===== config.mk =====
export PLATFORM = sky130hd
export DESIGN_NAME = fir_mac_filter
export DESIGN_NICKNAME = d
export VERILOG_FILES = /design/src/rtl/fir_mac_filter.sv
export SDC_FILE = /design/constraint.sdc
export NUM_CORES = 2
export LEC_CHECK = 0
export ABC_AREA = 1
export ABC_CLOCK_PERIOD_IN_PS = 62500
export CORE_MARGIN = 10
export CORE_UTILIZATION = 50
export DETAILED_ROUTE_END_ITERATION = 8
export PLACE_DENSITY = 0.78
export SYNTH_ARGS = -nofsm -noshare
export SYNTH_HDL_FRONTEND = slang
export SYNTH_SLANG_ARGS = --single-unit

===== constraint.sdc =====
create_clock -name clk -period 62.5 [get_ports clk]
set_input_delay 15.625 -clock clk [delete_from_list [all_inputs] [get_ports clk]]
set_output_delay 15.625 -clock clk [all_outputs]
set_load 0.005 [all_outputs]

===== src/rtl/fir_mac_filter.sv =====
// Time-multiplexed FIR: one MAC per tap over a circular delay line, rounded and clamped to DW bits.
// Latency NTAPS+1 cycles from accepted sample to filtered_valid; samples arriving while busy are dropped and flag overrun.
module fir_mac_filter #(
   parameter int NTAPS = 31,
   parameter int DW    = 10,
   parameter int CW    = 12,
   parameter int ACCW  = 28
) (
   input  logic          clk,
   input  logic          reset,
   input  logic          sample_valid,
   input  logic [DW-1:0] sample,
   input  logic          coef_we,
   input  logic [4:0]    coef_addr,
   input  logic [CW-1:0] coef_data,
   output logic [DW-1:0] filtered,
   output logic          filtered_valid,
   output logic          busy,
   output logic          overrun
);

   typedef enum logic [1:0] {IDLE, MAC, OUT} state_t;

   localparam logic [4:0]             LAST     = 5'(NTAPS - 1);
   localparam logic signed [CW-1:0]   COEF_ONE = {2'b01, {(CW-2){1'b0}}};
   localparam logic signed [ACCW-1:0] HALF     = {{(ACCW-CW+2){1'b0}}, 1'b1, {(CW-3){1'b0}}};

   state_t                 state_q, state_d;
   logic [4:0]             k_q, k_d;
   logic [4:0]             rd_q, rd_d;
   logic [4:0]             wr_ptr_q, wr_ptr_d;
   logic signed [ACCW-1:0] acc_q, acc_d;
   logic [DW-1:0]          filtered_q, filtered_d;
   logic                   filtered_valid_q, filtered_valid_d;
   logic                   overrun_q, overrun_d;

   logic [DW-1:0]          dline_q [NTAPS];
   logic signed [CW-1:0]   coef_q  [NTAPS];

   logic                   dline_we;
   logic                   coef_wr;
   logic signed [CW+DW:0]  prod;
   logic signed [ACCW-1:0] rnd;

   always_comb begin
      state_d          = state_q;
      k_d              = k_q;
      rd_d             = rd_q;
      wr_ptr_d         = wr_ptr_q;
      acc_d            = acc_q;
      filtered_d       = filtered_q;
      filtered_valid_d = 1'b0;
      overrun_d        = overrun_q;
      dline_we         = 1'b0;
      coef_wr          = 1'b0;

      prod = coef_q[k_q] * $signed({1'b0, dline_q[rd_q]});
      rnd  = (acc_q + HALF) >>> (CW - 2);

      if (sample_valid && (state_q != IDLE)) begin
         overrun_d = 1'b1;
      end

      case (state_q)
         IDLE: begin
            coef_wr = coef_we && ({1'b0, coef_addr} < 6'(NTAPS));
            if (sample_valid) begin
               dline_we = 1'b1;
               k_d      = '0;
               rd_d     = wr_ptr_q;
               acc_d    = '0;
               state_d  = MAC;
            end
         end
         MAC: begin
            acc_d = acc_q + $signed({{(ACCW-CW-DW-1){prod[CW+DW]}}, prod});
            k_d   = k_q + 5'd1;
            // Walk backwards through the delay line, wrapping at NTAPS rather than 32
            rd_d  = (rd_q == 5'd0) ? LAST : rd_q - 5'd1;
            if (k_q == LAST) begin
               state_d = OUT;
            end
         end
         OUT: begin
            if (rnd[ACCW-1]) begin
               filtered_d = '0;
            end else if (|rnd[ACCW-2:DW]) begin
               filtered_d = '1;
            end else begin
               filtered_d = rnd[DW-1:0];
            end
            filtered_valid_d = 1'b1;
            wr_ptr_d         = (wr_ptr_q == LAST) ? 5'd0 : wr_ptr_q + 5'd1;
            state_d          = IDLE;
         end
         default: state_d = IDLE;
      endcase
   end

   always_ff @(posedge clk or posedge reset) begin
      if (reset) begin
         state_q          <= IDLE;
         k_q              <= '0;
         rd_q             <= '0;
         wr_ptr_q         <= '0;
         acc_q            <= '0;
         filtered_q       <= '0;
         filtered_valid_q <= 1'b0;
         overrun_q        <= 1'b0;
         for (int i = 0; i < NTAPS; i++) begin
            dline_q[i] <= '0;
            coef_q[i]  <= (i == 0) ? COEF_ONE : '0;
         end
      end else begin
         state_q          <= state_d;
         k_q              <= k_d;
         rd_q             <= rd_d;
         wr_ptr_q         <= wr_ptr_d;
         acc_q            <= acc_d;
         filtered_q       <= filtered_d;
         filtered_valid_q <= filtered_valid_d;
         overrun_q        <= overrun_d;
         if (dline_we) begin
            dline_q[wr_ptr_q] <= sample;
         end
         if (coef_wr) begin
            coef_q[coef_addr] <= coef_data;
         end
      end
   end

   assign filtered       = filtered_q;
   assign filtered_valid = filtered_valid_q;
   assign busy           = (state_q != IDLE);
   assign overrun        = overrun_q;

endmodule


Word level (Yosys, flattened, before mapping)
Cells that the tools add are included.

storage, ports and cells
  word-level logic and storage cells = 133
  bits of input ports = 31
  output and inout bits = 13
  register bits = 739

cells by class
  eq/ne operators = 6
  $mul = 1
  bitwise operators = 4
  add/subtract/negate cells = 5
  $lt $le $gt $ge = 7
  multiplexer cells = 29
  reduce and logical (&&, ||, !) cells = 11

operator list
  operator                                                    count
  bitwise mux 372 bit                                         1
  bitwise mux 310 bit                                         1
  binary-select mux 12 bit (select 5 bit)                     1
  demux 12 bit (select 5 bit)                                 1
  one-hot mux 28 bit (2 select lines)                         1
  binary-select mux 10 bit (select 5 bit)                     1
  demux 10 bit (select 5 bit)                                 1
  two-way mux 10 bit                                          5
  two-way mux 12 bit                                          3
  adder 28 x 11 -> 28 bit, second input constant              1
  adder 28 x 23 -> 28 bit                                     1
  two-way mux 28 bit                                          1
  greater-or-equal comparator 6 bit, second input constant    4
  NOT 5 -> 6 bit                                              4
  multiplier 12 x 11 -> 23 bit                                1
  two-way mux 5 bit                                           4
  one-hot mux 5 bit (2 select lines)                          2
  less-than comparator 6 x 1 -> 1 bit, second input constant  2
  adder 5 x 1 -> 5 bit, second input constant                 2
  equality test 5 bit, second input constant                  2
  OR reduction 8 bit                                          1
  logical NOT 5 bit                                           1
  less-than comparator 5 bit, second input constant           1
  subtractor 5 x 1 -> 5 bit, second input constant            1
  other kinds (10)                                            20

Depth between registers and ports, before layout
  depth after elaboration = 7
  mapped depth = 37
  mapped depth without buffers = 34

Least setup slack after synthesis
Ideal clock, no wire load.

  path type = input to register
  start = input coef_addr[3]
  end = register coef_q[324] in the netlist's numbering
  path buffers = 1
  stages on the path = 9
  slack = 45767 ps
  data arrival time = 16600 ps
  data required time = 62367 ps
  library setup time = 133 ps
  path through = nand3_1 > nor3_1 > nor2_1 > nand3_1 > inv_1 > nand4_2 > clkbuf_1 > nand2_1 > o21ai_0

between the ends
  cells in the longest elaborated chain, start to end = 6
  elaborated cells on any way between the ends = 10
  those cells by class = order compare: 3; mux: 4; bitwise: 1; reduce/logical: 2

ends and longest elaborated chain
  item                                                                                                                   line  RTL
  from (decl)                                                                                                            14    input logic [4:0] coef_addr,
  NOT 5 -> 6 bit (implied by the code)                                                                                   127   coef_q[coef_addr] <= coef_data;
  greater-or-equal comparator 6 bit (implied by the code) / less-than comparator 6 x 1 -> 1 bit (equally long branches)  127
  logical AND 1 bit (implied by the code)                                                                                127
  two-way mux 12 bit (implied by the code)                                                                               127
  demux 12 bit (select 5 bit)                                                                                            127
  bitwise mux 372 bit                                                                                                    127
  to (signal, indexed assignment)                                                                                        112   coef_q[i] <= (i == 0) ? COEF_ONE : '0;
  to (signal, indexed assignment)                                                                                        127
  to (decl)                                                                                                              38    logic signed [CW-1:0] coef_q [NTAPS];

Several ways; a longest one is shown, not always the timed one.
A chain may end at the register's enable or synchronous reset.

==> results_dict.tcl <==
set metrics [dict create \
    synth_cell_types 48 \
    worstSetupPathType "input port to async pin" \
    finClkSkew_ns 0.0294 \
    fmax_mhz 55.9 \
    max_cap_violations 0 \
    post_cts_buffers 0 \
    avgSynthCellArea_um2 7.90 \
    arrival_ns 18.55 \
    vias 34939 \
    clk_latency_ns 0.66 \
    rsz0062_at_grt "false" \
    period_share_pct 28.6 \
    crit_chain "clkdlybuf4s50_1 -> inv_8 -> buf_4 -> buf_12" \
    syn-num-nets 5497 \
    min_delay_worst_endpoint "overrun" \
    slowest_delay_ns 0.88 \
    dieArea_um2 94700 \
    post_drt_wl_per_cell_um 18.3 \
    worst_ep_required_time_ns 63.16 \
    via_per_inst 5.62 \
    dpl.hpwl_um 71600 \
    synth_area_leaders "dfrtp_1 45%, nand2_1 13%, o21ai_0 8.3%, fa_1 7.5%, inv_1 5.4%" \
    cts_root_buf "clkbuf_16" \
    ys_seq_elements 739 \
    cp_max_fo 157 \
    ys_warn_count 0 \
    hp-class "register to register" \
    max_slew.worst_pin.slew_ns 1.28 \
    htree_levels 3 \
    track_usage_pct 24.0 \
    rrSetupSlack_ns 54.10 \
    drc 0 \
    yosysSeqAreaShare_pct 44.7 \
    hold_viol_final 0 \
    clk_pin_slew_worst_paths_ns 0.06 \
    setup_viol 0 \
    final_nets 5337 \
    yosysTopAreaCellShare_pct 44.6 \
    crit_path_end_kind "async pin" \
    fin_ws_ns 44.61 \
    timing.rr.start "k_q[0]" \
    syn_inst 5241 \
    core_um2 82100 \
    drtIter0Drc 3899 \
    cts_hold_buffers 0 \
    grt_overflow 0 \
    cts_tree "yes" \
    gp_congestion 0.922 \
    slew_violations 0 \
    final_antenna_net_count 0 \
    grt_max_degree 158 \
    maxSlewHeadroom_pct 14.4 \
    antenna_found_initial 3 \
    hp-start "overrun" \
    pre_cts_slack_ns 43.83 \
    cp-start-kind "input port" \
    start_util_pct 50.4 \
    die_h_um 308 \
    clock_path_buffers 3 \
    cpMaxStageDelayCell "buf_4" \
    setup_tns_ns 0 \
    first_pass_iters 6 \
    status "completed" \
    synth.largest_area_cell "dfrtp_1" \
    r2r_cells 29 \
    netlist_area_um2 41400 \
    cts_resized 0 \
    ios 44 \
    port_buffers 43 \
    fin_crit_ns 17.89 \
    timing.rr.end "acc_q[27]" \
    grt_pass1_wl_um 183000 \
    core.rowCount 105 \
    hold_depth 1 \
    die_width_um 308 \
    clock_sinks 739 \
    wl_um 114000 \
    cts_buffers 81 \
    area_growth_pct 7.92 \
    drive_gt1_share_pct 4.49 \
    grt_pass1_vias 33739 \
]
==> cell usage after synthesis (all sizes together) <==
library cell,instances
inv,609
and2,5
o221ai,1
a31oi,10
ha,69
clkinv,6
xnor2,5
nand3b,8
nor3b,1
clkbuf,158
dfstp,1
dfrtp,738
a22o,1
nor3,17
nand2,1473
buf,173
a21oi,176
a21o,1
o211ai,96
xor2,8
nor2,444
o21ai,707
o21bai,3
a221oi,1
nand4,85
a22oi,7
fa,156
or2,7
nand3,268
o22ai,7
==> stage by stage <==
step                      area, µm²  util [%]  std cells  hold WS [ns]
after floorplan               41400         -       5241         0.446
after global placement        41900      51.0       6068         0.437
after detailed placement      41900      51.0       6068         0.452
after CTS                     44700      54.4       6212         0.465
after global routing          44700      54.4       6212         0.496
final                         44700      54.4       6213         0.461
==> worst max-delay path, delay by kind of cell <==
kind,cells,cell delay [ns]
buffers and inverters,4,2.68
==> kinds of logic after synthesis <==
group	after synthesis	share of synthesized area, %
AOI/OAI and AO/OA	1010	13.0
adders and majority gates	225	9.63
buffers and inverters	946	9.64
DFF	739	44.7
and+or+nand+nor	2308	22.8
xor gates and xnor gates	13	0.275
==> cell type report <==
type,count,area [µm²]
Antenna cell,1,2.50
Clock buffer,112,2290
Clock inverter,32,502
Fill cell,7371,37400
Inverter,615,2320
Multi-Input combinational cell,3556,18900
Sequential cell,739,18500
Tap cell,1070,1340
Timing Repair Buffer,88,793
==> flip-flops by register name, summed over array words and instances, names as in the netlist <==
register,cells
rd_q,5
k_q,5
coef_q,372
filtered_valid,1
overrun,1
filtered,10
state_q,2
acc_q,28
wr_ptr_q,5
dline_q,310
==> per-layer routing <==
| metal | up-vias | track usage (%) | wire [µm] |
|---|---|---|---|
| met5 | - | 0 | 41 |
| met4 | 6 | 9.03 | 4280 |
| met3 | 271 | 4.93 | 10700 |
| met2 | 1564 | 38.2 | 51900 |
| met1 | 16802 | 32.1 | 46700 |
| li1 | 16296 | - | - |
==> how the worst max path moves through the flow <==
stage          startpoint           to
3_5_place_dp        reset  coef_q[364]
5_1_grt             reset  coef_q[214]
3_3_place_gp        reset   coef_q[62]
4_1_cts             reset  coef_q[111]
6_report            reset  coef_q[304]
2_1_floorplan       reset     acc_q[0]
==> cell usage in the layout (no fill, tap or decap), drive strengths merged <==
master         instances
ha                    69
o22ai                  7
o221ai                 1
nand3                268
nor2                 444
inv                  610
nand2               1473
clkdlybuf4s50         43
a21oi                176
a21o                   1
or2                    7
fa                   156
nor3                  17
a22oi                  7
xor2                   8
clkinvlp               4
o21bai                 3
bufinv                 9
xnor2                  5
nand3b                 8
buf                   45
o211ai                96
a31oi                 10
a221oi                 1
nand4                 85
clkinv                24
a22o                   1
o21ai                707
dfrtp                738
and2                   5
diode                  1
nor3b                  1
dfstp                  1
clkbuf               112
Power is not shown: default switching activity piles up to over one toggle a cycle in this logic, so the estimate is an artifact.
